[config.mk]
export PLATFORM = sky130hd
export DESIGN_NAME = mem_stage_flat
export DESIGN_NICKNAME = d
export VERILOG_FILES = /design/src/rtl/mem_stage_pkg.sv /design/src/rtl/mem_stage_if.sv /design/src/rtl/mem_stage_sat_counter.sv /design/src/rtl/mem_stage.sv /design/src/flat_wrapper.sv
export SDC_FILE = /design/constraint.sdc
export NUM_CORES = 1
export LEC_CHECK = 0
export CAP_MARGIN = 40
export CORE_ASPECT_RATIO = 1.2
export CORE_MARGIN = 2
export CORE_UTILIZATION = 39
export DETAILED_ROUTE_END_ITERATION = 8
export PLACE_DENSITY = 0.79
export SLEW_MARGIN = 20
export SYNTH_ARGS = -nofsm -noshare
export SYNTH_HDL_FRONTEND = slang
export SYNTH_SLANG_ARGS = --single-unit
[constraint.sdc]
create_clock -name clk -period 12.3 [get_ports clk]
set_input_delay 3.075 -clock clk [delete_from_list [all_inputs] [get_ports clk]]
set_output_delay 3.075 -clock clk [all_outputs]
set_load 0.01 [all_outputs]
[src/rtl/mem_stage_pkg.sv]
// Shared definitions for the MEM stage: opcodes, widths, bundle sizes, FSM states.
package mem_stage_pkg;

    localparam int DBITS_DEF    = 32;
    localparam int INSTBITS_DEF = 32;
    localparam int IOPBITS_DEF  = 6;

    // Internal opcodes shared with the decoder; these must stay in sync with it.
    localparam logic [IOPBITS_DEF-1:0] LW_I = 6'b010010;
    localparam logic [IOPBITS_DEF-1:0] SW_I = 6'b011010;

    // MEM->DE bundle: {fwd_busy, fwd_dest}.
    localparam int from_MEM_to_DE_WIDTH = 1 + 5;
    // MEM->WB latch: {valid, pc, inst, op, dest, wr_reg, value}.
    localparam int MEM_latch_WIDTH = 1 + DBITS_DEF + INSTBITS_DEF + IOPBITS_DEF + 5 + 1 + DBITS_DEF;

    typedef enum logic [1:0] {
        IDLE = 2'd0,
        REQ  = 2'd1,
        WAIT = 2'd2
    } mem_state_e;

    function automatic logic is_mem_op(input logic [IOPBITS_DEF-1:0] op);
        return (op == LW_I) || (op == SW_I);
    endfunction

endpackage

[src/rtl/mem_stage_if.sv]
// Ready/valid data-memory port between the MEM stage (master) and memory (slave).
interface mem_stage_if
    import mem_stage_pkg::*;
#(
    parameter int DBITS = DBITS_DEF
);
    logic             dmem_req_valid;
    logic             dmem_req_we;
    logic [DBITS-1:0] dmem_req_addr;
    logic [DBITS-1:0] dmem_req_wdata;
    logic             dmem_req_ready;
    logic             dmem_resp_valid;
    logic [DBITS-1:0] dmem_resp_rdata;

    modport master (
        output dmem_req_valid, dmem_req_we, dmem_req_addr, dmem_req_wdata,
        input  dmem_req_ready, dmem_resp_valid, dmem_resp_rdata
    );

    modport slave (
        input  dmem_req_valid, dmem_req_we, dmem_req_addr, dmem_req_wdata,
        output dmem_req_ready, dmem_resp_valid, dmem_resp_rdata
    );
endinterface

[src/rtl/mem_stage_sat_counter.sv]
// Saturating up-counter with enable and synchronous active-high reset.
module sat_counter #(
    parameter int WIDTH = 32
) (
    input  logic             clk,
    input  logic             reset,
    input  logic             en,
    output logic [WIDTH-1:0] count
);
    logic [WIDTH-1:0] count_q, count_d;

    // Next count: increment when enabled, stick at all-ones instead of wrapping.
    always_comb begin
        count_d = count_q;
        if (en && (count_q != {WIDTH{1'b1}})) begin
            count_d = count_q + WIDTH'(1);
        end
    end

    // Count register.
    always_ff @(posedge clk) begin
        if (reset) count_q <= '0;
        else       count_q <= count_d;
    end

    assign count = count_q;
endmodule

[src/rtl/mem_stage.sv]
// Pipeline MEM stage: ALU pass-through, LW/SW over a ready/valid memory port,
// MEM->WB latch, MEM->DE forwarding info and a stall-cycle counter.
module mem_stage
    import mem_stage_pkg::*;
#(
    parameter int DBITS    = DBITS_DEF,
    parameter int INSTBITS = INSTBITS_DEF,
    parameter int IOPBITS  = IOPBITS_DEF,
    parameter int CNTBITS  = 32
) (
    input  logic                clk,
    input  logic                reset,
    input  logic                in_valid,
    input  logic [DBITS-1:0]    in_pc,
    input  logic [INSTBITS-1:0] in_inst,
    input  logic [IOPBITS-1:0]  in_op,
    input  logic [4:0]          in_dest,
    input  logic                in_wr_reg,
    input  logic [DBITS-1:0]    in_result,
    input  logic [DBITS-1:0]    in_mem_addr,
    mem_stage_if.master         dmem,
    output logic                stall_out,
    output logic                wb_valid,
    output logic [DBITS-1:0]    wb_pc,
    output logic [INSTBITS-1:0] wb_inst,
    output logic [IOPBITS-1:0]  wb_op,
    output logic [4:0]          wb_dest,
    output logic                wb_wr_reg,
    output logic [DBITS-1:0]    wb_value,
    output logic                fwd_busy,
    output logic [4:0]          fwd_dest,
    output logic [CNTBITS-1:0]  stall_cycles
);
    mem_state_e state_q, state_d;

    // Instruction held while its memory access is outstanding.
    logic [DBITS-1:0]    h_pc_q,   h_pc_d;
    logic [INSTBITS-1:0] h_inst_q, h_inst_d;
    logic [IOPBITS-1:0]  h_op_q,   h_op_d;
    logic [4:0]          h_dest_q, h_dest_d;
    logic [DBITS-1:0]    h_data_q, h_data_d;
    logic [DBITS-1:0]    h_addr_q, h_addr_d;

    // WB latch.
    logic                wb_valid_q, wb_valid_d;
    logic [DBITS-1:0]    wb_pc_q,    wb_pc_d;
    logic [INSTBITS-1:0] wb_inst_q,  wb_inst_d;
    logic [IOPBITS-1:0]  wb_op_q,    wb_op_d;
    logic [4:0]          wb_dest_q,  wb_dest_d;
    logic                wb_wr_q,    wb_wr_d;
    logic [DBITS-1:0]    wb_value_q, wb_value_d;

    logic hold_ld;
    logic stall;
    logic held_is_sw;
    logic [from_MEM_to_DE_WIDTH-1:0] fwd_bus;

    assign held_is_sw = (h_op_q == SW_I);

    // FSM next state, hold-register load, WB latch contents and stall.
    always_comb begin
        state_d    = state_q;
        hold_ld    = 1'b0;
        stall      = 1'b0;
        wb_valid_d = 1'b0;
        wb_pc_d    = '0;
        wb_inst_d  = '0;
        wb_op_d    = '0;
        wb_dest_d  = '0;
        wb_wr_d    = 1'b0;
        wb_value_d = '0;
        unique case (state_q)
            IDLE: begin
                if (in_valid) begin
                    if (is_mem_op(in_op)) begin
                        // Capture and stall now; WB sees a bubble this edge.
                        hold_ld = 1'b1;
                        stall   = 1'b1;
                        state_d = REQ;
                    end else begin
                        wb_valid_d = 1'b1;
                        wb_pc_d    = in_pc;
                        wb_inst_d  = in_inst;
                        wb_op_d    = in_op;
                        wb_dest_d  = in_dest;
                        wb_wr_d    = in_wr_reg & (in_dest != 5'd0);
                        wb_value_d = in_result;
                    end
                end
            end
            REQ: begin
                stall = 1'b1;
                if (dmem.dmem_req_ready) begin
                    if (held_is_sw) begin
                        // Store retires on the handshake; release AGEX on the same edge.
                        stall      = 1'b0;
                        state_d    = IDLE;
                        wb_valid_d = 1'b1;
                        wb_pc_d    = h_pc_q;
                        wb_inst_d  = h_inst_q;
                        wb_op_d    = h_op_q;
                        wb_dest_d  = h_dest_q;
                        wb_value_d = h_data_q;
                    end else begin
                        state_d = WAIT;
                    end
                end
            end
            WAIT: begin
                stall = 1'b1;
                if (dmem.dmem_resp_valid) begin
                    stall      = 1'b0;
                    state_d    = IDLE;
                    wb_valid_d = 1'b1;
                    wb_pc_d    = h_pc_q;
                    wb_inst_d  = h_inst_q;
                    wb_op_d    = h_op_q;
                    wb_dest_d  = h_dest_q;
                    wb_wr_d    = (h_dest_q != 5'd0);
                    wb_value_d = dmem.dmem_resp_rdata;
                end
            end
            default: state_d = IDLE;
        endcase
    end

    // Hold-register next values.
    always_comb begin
        h_pc_d   = h_pc_q;
        h_inst_d = h_inst_q;
        h_op_d   = h_op_q;
        h_dest_d = h_dest_q;
        h_data_d = h_data_q;
        h_addr_d = h_addr_q;
        if (hold_ld) begin
            h_pc_d   = in_pc;
            h_inst_d = in_inst;
            h_op_d   = in_op;
            h_dest_d = in_dest;
            h_data_d = in_result;
            h_addr_d = in_mem_addr;
        end
    end

    // State and WB latch registers; reset abandons any outstanding access.
    always_ff @(posedge clk) begin
        if (reset) begin
            state_q    <= IDLE;
            wb_valid_q <= 1'b0;
            wb_pc_q    <= '0;
            wb_inst_q  <= '0;
            wb_op_q    <= '0;
            wb_dest_q  <= '0;
            wb_wr_q    <= 1'b0;
            wb_value_q <= '0;
        end else begin
            state_q    <= state_d;
            wb_valid_q <= wb_valid_d;
            wb_pc_q    <= wb_pc_d;
            wb_inst_q  <= wb_inst_d;
            wb_op_q    <= wb_op_d;
            wb_dest_q  <= wb_dest_d;
            wb_wr_q    <= wb_wr_d;
            wb_value_q <= wb_value_d;
        end
    end

    // Hold registers carry data only; they are qualified by the FSM state.
    always_ff @(posedge clk) begin
        h_pc_q   <= h_pc_d;
        h_inst_q <= h_inst_d;
        h_op_q   <= h_op_d;
        h_dest_q <= h_dest_d;
        h_data_q <= h_data_d;
        h_addr_q <= h_addr_d;
    end

    assign dmem.dmem_req_valid = (state_q == REQ);
    assign dmem.dmem_req_we    = held_is_sw;
    assign dmem.dmem_req_addr  = {h_addr_q[DBITS-1:2], 2'b00};
    assign dmem.dmem_req_wdata = h_data_q;

    assign stall_out = stall;

    assign fwd_bus = {(state_q != IDLE) && (h_op_q == LW_I) && (h_dest_q != 5'd0),
                      ((state_q != IDLE) && (h_op_q == LW_I) && (h_dest_q != 5'd0)) ? h_dest_q : in_dest};
    assign {fwd_busy, fwd_dest} = fwd_bus;

    assign wb_valid  = wb_valid_q;
    assign wb_pc     = wb_pc_q;
    assign wb_inst   = wb_inst_q;
    assign wb_op     = wb_op_q;
    assign wb_dest   = wb_dest_q;
    assign wb_wr_reg = wb_wr_q;
    assign wb_value  = wb_value_q;

    sat_counter #(.WIDTH(CNTBITS)) u_stall_cnt (
        .clk   (clk),
        .reset (reset),
        .en    (stall),
        .count (stall_cycles)
    );
endmodule

[src/flat_wrapper.sv]
// flat-port wrapper written by rule: the top's interface ports become plain ports
module mem_stage_flat import mem_stage_pkg::*;
#(
    parameter int DBITS    = DBITS_DEF,
    parameter int INSTBITS = INSTBITS_DEF,
    parameter int IOPBITS  = IOPBITS_DEF,
    parameter int CNTBITS  = 32
)
  (clk, reset, in_valid, in_pc, in_inst, in_op, in_dest, in_wr_reg, in_result, in_mem_addr, stall_out, wb_valid, wb_pc, wb_inst, wb_op, wb_dest, wb_wr_reg, wb_value, fwd_busy, fwd_dest, stall_cycles, dmem_dmem_req_valid, dmem_dmem_req_we, dmem_dmem_req_addr, dmem_dmem_req_wdata, dmem_dmem_req_ready, dmem_dmem_resp_valid, dmem_dmem_resp_rdata);
  mem_stage_if #(.DBITS(DBITS)) dmem_i ();
  input  logic clk;
  input  logic reset;
  input  logic in_valid;
  input  logic [DBITS-1:0] in_pc;
  input  logic [INSTBITS-1:0] in_inst;
  input  logic [IOPBITS-1:0] in_op;
  input  logic [4:0] in_dest;
  input  logic in_wr_reg;
  input  logic [DBITS-1:0] in_result;
  input  logic [DBITS-1:0] in_mem_addr;
  output logic stall_out;
  output logic wb_valid;
  output logic [DBITS-1:0] wb_pc;
  output logic [INSTBITS-1:0] wb_inst;
  output logic [IOPBITS-1:0] wb_op;
  output logic [4:0] wb_dest;
  output logic wb_wr_reg;
  output logic [DBITS-1:0] wb_value;
  output logic fwd_busy;
  output logic [4:0] fwd_dest;
  output logic [CNTBITS-1:0] stall_cycles;
  output wire logic [$bits(dmem_i.dmem_req_valid)-1:0] dmem_dmem_req_valid;
  output wire logic [$bits(dmem_i.dmem_req_we)-1:0] dmem_dmem_req_we;
  output wire logic [$bits(dmem_i.dmem_req_addr)-1:0] dmem_dmem_req_addr;
  output wire logic [$bits(dmem_i.dmem_req_wdata)-1:0] dmem_dmem_req_wdata;
  input wire logic [$bits(dmem_i.dmem_req_ready)-1:0] dmem_dmem_req_ready;
  input wire logic [$bits(dmem_i.dmem_resp_valid)-1:0] dmem_dmem_resp_valid;
  input wire logic [$bits(dmem_i.dmem_resp_rdata)-1:0] dmem_dmem_resp_rdata;
  assign dmem_dmem_req_valid = dmem_i.dmem_req_valid;
  assign dmem_dmem_req_we = dmem_i.dmem_req_we;
  assign dmem_dmem_req_addr = dmem_i.dmem_req_addr;
  assign dmem_dmem_req_wdata = dmem_i.dmem_req_wdata;
  assign dmem_i.dmem_req_ready = dmem_dmem_req_ready;
  assign dmem_i.dmem_resp_valid = dmem_dmem_resp_valid;
  assign dmem_i.dmem_resp_rdata = dmem_dmem_resp_rdata;
  mem_stage #(.DBITS(DBITS), .INSTBITS(INSTBITS), .IOPBITS(IOPBITS), .CNTBITS(CNTBITS)) u_core (.clk(clk), .reset(reset), .in_valid(in_valid), .in_pc(in_pc), .in_inst(in_inst), .in_op(in_op), .in_dest(in_dest), .in_wr_reg(in_wr_reg), .in_result(in_result), .in_mem_addr(in_mem_addr), .dmem(dmem_i), .stall_out(stall_out), .wb_valid(wb_valid), .wb_pc(wb_pc), .wb_inst(wb_inst), .wb_op(wb_op), .wb_dest(wb_dest), .wb_wr_reg(wb_wr_reg), .wb_value(wb_value), .fwd_busy(fwd_busy), .fwd_dest(fwd_dest), .stall_cycles(stall_cycles));
endmodule
==> flow_metrics.py, run 1 <==
metrics = {
    "drt": {
        "via_count": 8069,
        "m1WireLength_um": 11700,
        "totalWireLength_um": 30710,
        "viasPerCell": 5.471,
        "wl_met2_um": 15060,
        "wl_per_cell_um": 20.82,
        "antenna_left": 0,
        "drt_iter0_markers": 625,
        "dr.pass1.iters": 8,
        "maxUsedRoutingLayer": "met5",
        "route.met3.wl_um": 2987,
        "drc": 0,
    },
    "yosys": {
        "ys_seq_area_frac": 0.7113,
        "synth_top_area_frac": 0.4194,
        "async_flop_share": 0,
        "ys_ff_latch": 280,
        "ys_types": 50,
        "yosys-top-cells-area": "edfxtp_1 42%, dfxtp_1 29%, a22oi_1 5.6%",
        "syn-instance-count": 752,
        "yosysWarnings": 0,
        "yosys.area.top_type": "edfxtp_1",
        "synth.cell_area_um2": 9808,
        "synth_flop_cell": "dfxtp_1",
        "synth_edf_count": 137,
        "avgSynthCellArea_um2": 13.04,
    },
    "placement": {
        "pre_cts_ws_ps": 3923,
        "numPortBuffers": 386,
        "gp_congestion": 0.8621,
        "hpwl_um": 20850,
        "place_inst": 1422,
    },
    "outcome": {
        "status": "complete, no violations",
    },
    "floorplan": {
        "die_area_um2": 26440,
        "rows": 63,
        "boundaryPins": 391,
        "die_h_um": 177.7,
        "initial_utilization": 0.3963,
        "coreArea_um2": 24750,
        "dieWidth_um": 148.8,
    },
    "global_route": {
        "grt.total_usage": 0.2228,
        "grt_pass1_vias": 8028,
        "grt_max_degree": 144,
        "antenna_found_initial": 2,
        "grt_first_pass_wirelength_um": 45800,
        "gr-total-overflow": 0,
    },
    "critical_path": {
        "rr_worst_depth": 6,
        "crit_path_top_delay_cell": "clkdlybuf4s50_1",
        "path_max_fanout": 40,
        "crit_top_cell": "clkdlybuf4s50_1",
        "crit_type": "primary input to output port",
        "cp-end-kind": "output port",
        "cp.arrival_ps": 5300,
        "slowest_delay_ps": 530,
        "timing.critical_path.cells": "clkdlybuf4s50_1, or3b_2, o21ai_1, nor3_2, buf_4, inv_1, clkdlybuf4s50_1",
        "required_ps": 9220,
        "ff2ff_setup_slack_ps": 9160,
        "startpoint_type": "primary input",
    },
    "timing": {
        "whs_ps": 475.4,
        "maxSlewViolCount": 0,
        "hold_viol_final": 0,
        "tightestPinTransition_ps": 959.1,
        "fin_skew_ps": 10.83,
        "tns_ps": 0,
        "worst_slack_ps": 3929,
        "rsz0062_at_grt": "false",
        "finalSetupViolCount": 0,
        "period_share": 0.6806,
        "fin_crit_ps": 8371,
        "max_freq_mhz": 119.5,
        "relSlewSlack": 0.3505,
    },
    "cts": {
        "cts_buffers": 28,
        "postCtsSetupBuffers": 0,
        "root_buffer": "clkbuf_16",
        "cts_tree": "yes",
        "cts_num_sinks": 280,
        "clk_path_buf_depth": 3,
        "clk_pin_slew_worst_paths_ps": 60,
        "clkLatencyLatePin_ps": 540,
        "postCtsHoldBufs": 0,
        "cts_max_level": 1,
        "cts_resized": 0,
    },
    "power": {
        "p_switching_w": 0.0004172,
        "combPwrFrac": 0.079,
        "power.density_nw_per_um2": 135.1,
        "leakagePower_nw": 5.125,
        "p_total_w": 0.002017,
        "swShare": 0.2068,
        "pwr-share-seq": 0.497,
        "p_int_w": 0.001600,
        "clock_power_share": 0.424,
        "peakVddDrop_uv": 136.2,
    },
    "layout": {
        "final_cell_mix": "386 x clkdlybuf4s50_1, 143 x dfxtp_1, 137 x edfxtp_1",
        "nets": 1306,
        "seqCellArea_um2": 6977,
        "mostFrequentLayoutCell": "clkdlybuf4s50_1",
        "layoutNonFillerInstCount": 1475,
        "final_layout_size_suffix_gt1_frac": 0.06614,
        "fillers": 1938,
        "multi_input_area_um2": 2603,
        "area_growth_pct": 52.25,
    },
    "flow_run": {
        "cap_violations": 0,
    },
    "hold_path": {
        "min-delay-path-class": "flip-flop to flip-flop",
        "min_path_cells": 2,
    },
}
## power by group through the flow
stage	clock network, W	logic [W]	registers, W
4_1_cts	0.000873	0.000160	0.00100
3_3_place_gp	0	0.000155	0.00102
6_report	0.000855	0.000160	0.00100
3_5_place_dp	0	0.000159	0.00102
5_1_grt	0.000912	0.000171	0.00100
2_1_floorplan	0	0.0000385	0.00103
## Yosys cell counts, types with 4 or more instances
| cell | instances |
|---|---|
| a22oi_1 | 73 |
| or4_1 | 22 |
| or3_1 | 7 |
| mux2_2 | 8 |
| nand2_1 | 14 |
| nor2_1 | 124 |
| a222oi_1 | 32 |
| clkbuf_1 | 44 |
| nand2b_1 | 4 |
| edfxtp_1 | 137 |
| nand4_1 | 9 |
| nor2b_1 | 5 |
| o21ai_0 | 9 |
| inv_1 | 6 |
| nand3_1 | 12 |
| nor3_1 | 6 |
| o31ai_1 | 19 |
| buf_2 | 4 |
| a21oi_1 | 29 |
| dfxtp_1 | 143 |
## through the flow
stage	utilization	cell area [um2]
after floorplan	-	9812
after global placement	0.5640	13960
after detailed placement	0.5648	13980
after CTS	0.6024	14910
after global routing	0.6033	14930
final	0.6033	14930
## critical path: cells and delay by family
kind | cells | cell delay [ps]
simple gates | 2 | 560
buf+inv | 4 | 1290
compound gates | 1 | 340
## worst paths after layout
path / endpoint / startpoint
worst max-delay path: stall_out / dmem_dmem_resp_valid
worst min-delay path: u_core.wb_pc[2] / u_core.h_pc_q[2]
worst max register to register: u_core.u_stall_cnt.count[29] / u_core.state_q[1]
worst min register to register: u_core.wb_pc[2] / u_core.h_pc_q[2]
## cells by family (layout without fill, tap and decap cells)
family | count (synthesis) | count (layout) | synth area share
AO/OA/AOI/OAI | 176 | 176 | 0.1338
adder cells (fa/ha/maj) | 1 | 1 | 0.001275
buffers and inverters | 59 | 455 | 0.02577
flip-flops | 280 | 280 | 0.7113
multiplexers | 9 | 9 | 0.01033
other | 1 | 3 | 0.0003823
AND/OR/NAND/NOR | 226 | 226 | 0.1171
## final cells by class
type / instances / share of cell area
clock buffers: 36 / 0.05237
well taps: 325 / 0.02723
multi-input cells: 414 / 0.1743
diodes: 1 / 0.0001676
inverters: 6 / 0.001508
clock inverters: 15 / 0.009971
repair buffers: 398 / 0.2673
flip-flops and latches: 280 / 0.4672
## routing by layer
metal	GRT usage	vias to the layer above
met5	0	-
met4	0.07817	2
met3	0.07352	68
met2	0.3802	389
met1	0.2637	3964
li1	-	3646
Power figures use the tool's default switching activity.
==> run 2: changes to the inputs <==
- clock period: 12.3 -> 7.1 ns (I/O delays scaled with it)
==> run 2 against run 1 <==
Die area is the same. Critical endpoint unchanged. Cell area grew 0.23%. Core utilization grew 0.14 points. Combinational power grew 72%. Global-route usage shrank 0.29 points. Setup slack lost 2400 ps. Count of clock-buffer cells in the layout grew 1. First-iteration DRC count shrank 2.6%. Largest power group unchanged. Sequential share of layout area shrank 0.11 points. Non-clock buffer count grew 2. Highest routed layer unchanged. Register-to-register slack lost 5100 ps. Flip-flop and latch count is the same.
==> flow_metrics.py, run 2 (synthesis results as in run 1) <==
metrics = {
    "critical_path": {
        "critPathTopFamily": "buffers and inverters",
        "timing.critical_path.cells": "clkdlybuf4s50_1, or3b_2, o21ai_1, nor3_4, inv_4, clkdlybuf4s50_1",
        "slowest_delay_ps": 540,
        "crit_path_top_delay_cell": "clkdlybuf4s50_1",
        "crit_top_cell": "clkdlybuf4s50_1",
        "cp-end-kind": "output port",
        "cp.arrival_ps": 3830,
        "worst-path-buf-inv": 3,
        "path_max_fanout": 7,
        "required_ps": 5330,
        "startpoint_type": "primary input",
        "crit_type": "primary input to output port",
    },
    "drt": {
        "antenna_left": 0,
        "dr.pass1.iters": 8,
        "drc": 0,
        "totalWireLength_um": 30420,
        "drt_iter0_markers": 609,
        "wl_per_cell_um": 20.61,
        "viasPerCell": 5.370,
        "via_count": 7926,
    },
    "power": {
        "p_int_w": 0.002799,
        "p_switching_w": 0.0007265,
        "swShare": 0.2060,
        "power.density_nw_per_um2": 235.6,
        "combPwrFrac": 0.078,
        "pwr-share-seq": 0.492,
        "leakagePower_nw": 5.137,
        "peakVddDrop_uv": 209.6,
        "clock_power_share": 0.430,
    },
    "cts": {
        "root_buffer": "clkbuf_16",
        "cts_tree": "yes",
        "postCtsHoldBufs": 0,
        "cts_max_level": 1,
        "cts_buffers": 28,
        "cts_resized": 0,
        "clk_pin_slew_worst_paths_ps": 60,
        "postCtsSetupBuffers": 0,
        "clkLatencyLatePin_ps": 530,
        "clk_path_buf_depth": 3,
        "cts_num_sinks": 280,
    },
    "global_route": {
        "grt_first_pass_wirelength_um": 45220,
        "antenna_found_initial": 1,
        "grt_max_degree": 72,
        "grt_pass1_vias": 7860,
        "grt.total_usage": 0.2199,
        "gr-total-overflow": 0,
    },
    "layout": {
        "final_layout_size_suffix_gt1_frac": 0.06864,
        "fillers": 1932,
        "layoutNonFillerInstCount": 1476,
        "area_growth_pct": 52.61,
        "final_cell_mix": "386 x clkdlybuf4s50_1, 143 x dfxtp_1, 137 x edfxtp_1",
        "nets": 1308,
        "mostFrequentLayoutCell": "clkdlybuf4s50_1",
        "diodes": 0,
    },
    "floorplan": {
        "initial_utilization": 0.3963,
        "die_area_um2": 26440,
        "rows": 63,
        "coreArea_um2": 24750,
        "dieWidth_um": 148.8,
        "die_h_um": 177.7,
        "boundaryPins": 391,
    },
    "outcome": {
        "status": "complete, no violations",
    },
    "flow_run": {
        "cap_violations": 0,
    },
    "placement": {
        "numPortBuffers": 386,
        "pre_cts_ws_ps": 1490,
        "place_inst": 1425,
        "gp_congestion": 0.8532,
        "hpwl_um": 20980,
    },
    "timing": {
        "fin_crit_ps": 5608,
        "hold_viol_final": 0,
        "worst_slack_ps": 1492,
        "maxSlewViolCount": 0,
        "max_freq_mhz": 178.3,
        "tightestPinTransition_ps": 838.0,
        "rsz0062_at_grt": "false",
        "relSlewSlack": 0.4413,
        "period_share": 0.7898,
        "finalSetupViolCount": 0,
        "fin_skew_ps": 6.403,
    },
    "hold_path": {
        "min-delay-path-class": "flip-flop to flip-flop",
    },
}
-- run 2: cell count changes in the layout (fill, tap and decap cells not counted), moves of 2 or more --
| cell | change |
|---|---|
| buf_12 | -2 |
| clkinv_1 | -2 |
| buf_4 | +3 |
| clkbuf_1 | +2 |
-- run 2: area by class of cell --
class	count	area, um2	area share
clock buffer	37	775.7	0.05183
clock inverter	14	173.9	0.01162
inverter	6	25.02	0.001672
multi-input combinational	414	2609	0.1743
sequential	280	6977	0.4661
tap	325	406.6	0.02717
timing repair buffer	400	4001	0.2673
-- run 2: final timing paths --
| path | to | startpoint | cells after the start | slack (ps) |
|---|---|---|---|---|
| worst max-delay path | stall_out | dmem_dmem_resp_valid | 6 | 1490 |
| worst min-delay path | u_core.wb_pc[1] | u_core.h_pc_q[1] | 2 | 480 |
| worst max register to register | u_core.u_stall_cnt.count[29] | u_core.state_q[1] | 7 | 4060 |
| worst min register to register | u_core.wb_pc[1] | u_core.h_pc_q[1] | 2 | 480 |
-- run 2: per-layer routing --
layer | global-route usage | part of all wire | wire length, um
met5 | 0 | 0.00043 | 13
met4 | 0.07500 | 0.031 | 946
met3 | 0.07609 | 0.10 | 3163
met1 | 0.2692 | 0.37 | 11360
met2 | 0.3632 | 0.49 | 14950
-- run 2: worst register-to-register path: stages (launching register included) --
cell,delay [ps]
dfxtp_1,360
or3b_4,450
nor4_4,360
buf_4,470
buf_12,300
o311ai_1,290
nor4b_1,360
mux2_2,370
-- run 2: through the flow --
step                cell area [um2]  hold WS [ps]    util  power [W]  setup TNS (ps)
CTS                           14970         484.2  0.6047   0.003560               0
floorplan                      9828         458.6       -   0.001853          -44730
finish                        14970         480.8  0.6047   0.003526               0
global placement              13970         464.0  0.5645   0.002038               0
global route                  14970         517.6  0.6047   0.003640               0
detailed placement            14020         469.3  0.5664   0.002045               0
-- run 2: power groups by stage --
stage	logic (W)	registers [W]	clock network (W)
2_1_floorplan	0.0000672	0.00179	0
3_3_place_gp	0.000268	0.00177	0
3_5_place_dp	0.000274	0.00177	0
4_1_cts	0.000276	0.00174	0.00155
5_1_grt	0.000293	0.00174	0.00161
6_report	0.000275	0.00174	0.00152
==> run 3: changes to the inputs <==
- clock period: 7.1 -> 4.9 ns (I/O delays scaled with it)
==> run 3 against run 2 <==
Sequential power up 45%. Via count grew 1.7%. Critical path depth unchanged. Cell count rose by 0.20%. Wire length about the same. Flip-flop and latch count unchanged. Critical endpoint unchanged. Largest cell class unchanged. Largest power group unchanged.
==> flow_metrics.py, run 3 (synthesis results as in run 1) <==
metrics = {
    "flow_run": {
        "cap_violations": 0,
    },
    "drt": {
        "viasPerCell": 5.448,
        "dr.pass1.iters": 8,
        "totalWireLength_um": 30420,
        "via_count": 8058,
        "drc": 0,
        "wl_per_cell_um": 20.57,
        "drt_iter0_markers": 616,
        "antenna_left": 0,
    },
    "power": {
        "clock_power_share": 0.441,
        "p_total_w": 0.005223,
        "pwr-share-seq": 0.482,
        "peakVddDrop_uv": 282.7,
        "swShare": 0.2054,
        "leakagePower_nw": 5.178,
        "power.density_nw_per_um2": 347.3,
        "p_switching_w": 0.001073,
        "p_int_w": 0.004151,
        "combPwrFrac": 0.077,
    },
    "hold_path": {
        "min-delay-path-class": "flip-flop to flip-flop",
        "min_path_cells": 2,
        "hp-start": "u_core.h_pc_q[0]",
        "hold_end": "u_core.wb_pc[0]",
    },
    "critical_path": {
        "r2r_end": "u_core.u_stall_cnt.count[29]",
        "startpoint_type": "primary input",
        "critPathTopFamily": "buffers and inverters",
        "required_ps": 3670,
        "timing.critical_path.cells": "clkdlybuf4s50_1, or3b_4, nor4_4, nor3_4, inv_4, clkdlybuf4s50_1",
        "worst-path-buf-inv": 3,
        "crit_path_top_delay_cell": "clkdlybuf4s50_1",
        "crit_top_cell": "clkdlybuf4s50_1",
        "rr_worst_depth": 6,
        "crit-reg2reg-launch": "u_core.state_q[1]",
        "startpoint": "in_valid",
        "cp-end-kind": "output port",
        "crit_type": "primary input to output port",
        "path_max_fanout": 2,
        "ff2ff_setup_slack_ps": 1730,
        "cp.arrival_ps": 3230,
        "slowest_delay_ps": 520,
    },
    "placement": {
        "pre_cts_ws_ps": 443.6,
        "gp_congestion": 0.8875,
        "numPortBuffers": 386,
        "hpwl_um": 20740,
    },
    "timing": {
        "maxSlewViolCount": 0,
        "fin_skew_ps": 13.37,
        "fin_crit_ps": 4455,
        "relSlewSlack": 0.4424,
        "worst_slack_ps": 445.0,
        "max_freq_mhz": 224.5,
        "rsz0062_at_grt": "false",
        "tns_ps": 0,
        "hold_viol_final": 0,
        "period_share": 0.9092,
        "tightestPinTransition_ps": 836.5,
        "finalSetupViolCount": 0,
    },
    "cts": {
        "root_buffer": "clkbuf_16",
        "postCtsHoldBufs": 0,
        "clkLatencyLatePin_ps": 540,
        "clk_pin_slew_worst_paths_ps": 60,
        "postCtsSetupBuffers": 0,
        "cts_num_sinks": 280,
        "cts_tree": "yes",
        "cts_resized": 0,
        "clk_path_buf_depth": 3,
        "cts_buffers": 28,
        "cts_max_level": 1,
    },
    "floorplan": {
        "die_h_um": 177.7,
        "coreArea_um2": 24750,
        "rows": 63,
        "dieWidth_um": 148.8,
        "boundaryPins": 391,
        "initial_utilization": 0.3963,
        "die_area_um2": 26440,
    },
    "layout": {
        "nets": 1309,
        "mostFrequentLayoutCell": "clkdlybuf4s50_1",
        "final_cell_mix": "386 x clkdlybuf4s50_1, 143 x dfxtp_1, 137 x edfxtp_1",
        "final_layout_size_suffix_gt1_frac": 0.07459,
        "area_growth_pct": 53.35,
    },
    "outcome": {
        "status": "complete, no violations",
    },
    "global_route": {
        "grt_first_pass_wirelength_um": 45220,
        "grt_max_degree": 144,
        "grt.total_usage": 0.2200,
        "gr-total-overflow": 0,
        "antenna_found_initial": 1,
        "grt_pass1_vias": 8020,
    },
}
-- run 3: how the worst max path moves through the flow --
| stage | endpoint | cells after the start | slack (ps) |
|---|---|---|---|
| finish | stall_out | 6 | 440 |
| global route | stall_out | 6 | 410 |
| CTS | stall_out | 6 | 440 |
| detailed placement | stall_out | 6 | 440 |
| global placement | stall_out | 6 | 460 |
| floorplan | stall_out | 6 | -3220 |
-- run 3: area by class of cell --
cell class / instances / area (um2)
fillers: 1943 / 9711
clock buffers: 39 / 843.3
flip-flops and latches: 280 / 6977
repair buffers: 401 / 4001
diodes: 1 / 2.502
multi-input cells: 414 / 2610
well taps: 325 / 406.6
clock inverters: 13 / 175.2
inverters: 6 / 25.02
-- run 3: worst min-delay path: stages (launching register included) --
cell and delay, ps:
edfxtp_1 320, a22oi_1 60, nor2_1 80
-- run 3: power by group through the flow --
stage / clock network (W) / registers, W / logic (W)
global route: 0.00245 / 0.00252 / 0.000430
finish: 0.00230 / 0.00252 / 0.000403
detailed placement: 0 / 0.00257 / 0.000401
floorplan: 0 / 0.00259 / 0.0000974
CTS: 0.00235 / 0.00252 / 0.000405
global placement: 0 / 0.00257 / 0.000394
-- run 3: stage by stage --
step | util | cells | hold slack [ps] | cell area [um2]
2_1_floorplan | - | 753 | 458.6 | 9828
3_3_place_gp | 0.5664 | 1426 | 463.9 | 14020
4_1_cts | 0.6076 | 1478 | 481.1 | 15040
3_5_place_dp | 0.5664 | 1426 | 473.7 | 14020
5_1_grt | 0.6076 | 1478 | 508.1 | 15040
6_report | 0.6077 | 1479 | 478.5 | 15040
-- run 3: per-layer routing --
layer,routed length (um),track usage,up-vias
met2,15340,0.3792,390
met1,10820,0.2540,3935
met4,1027,0.08056,0
li1,-,-,3659
met5,0,0,-
met3,3238,0.07506,74
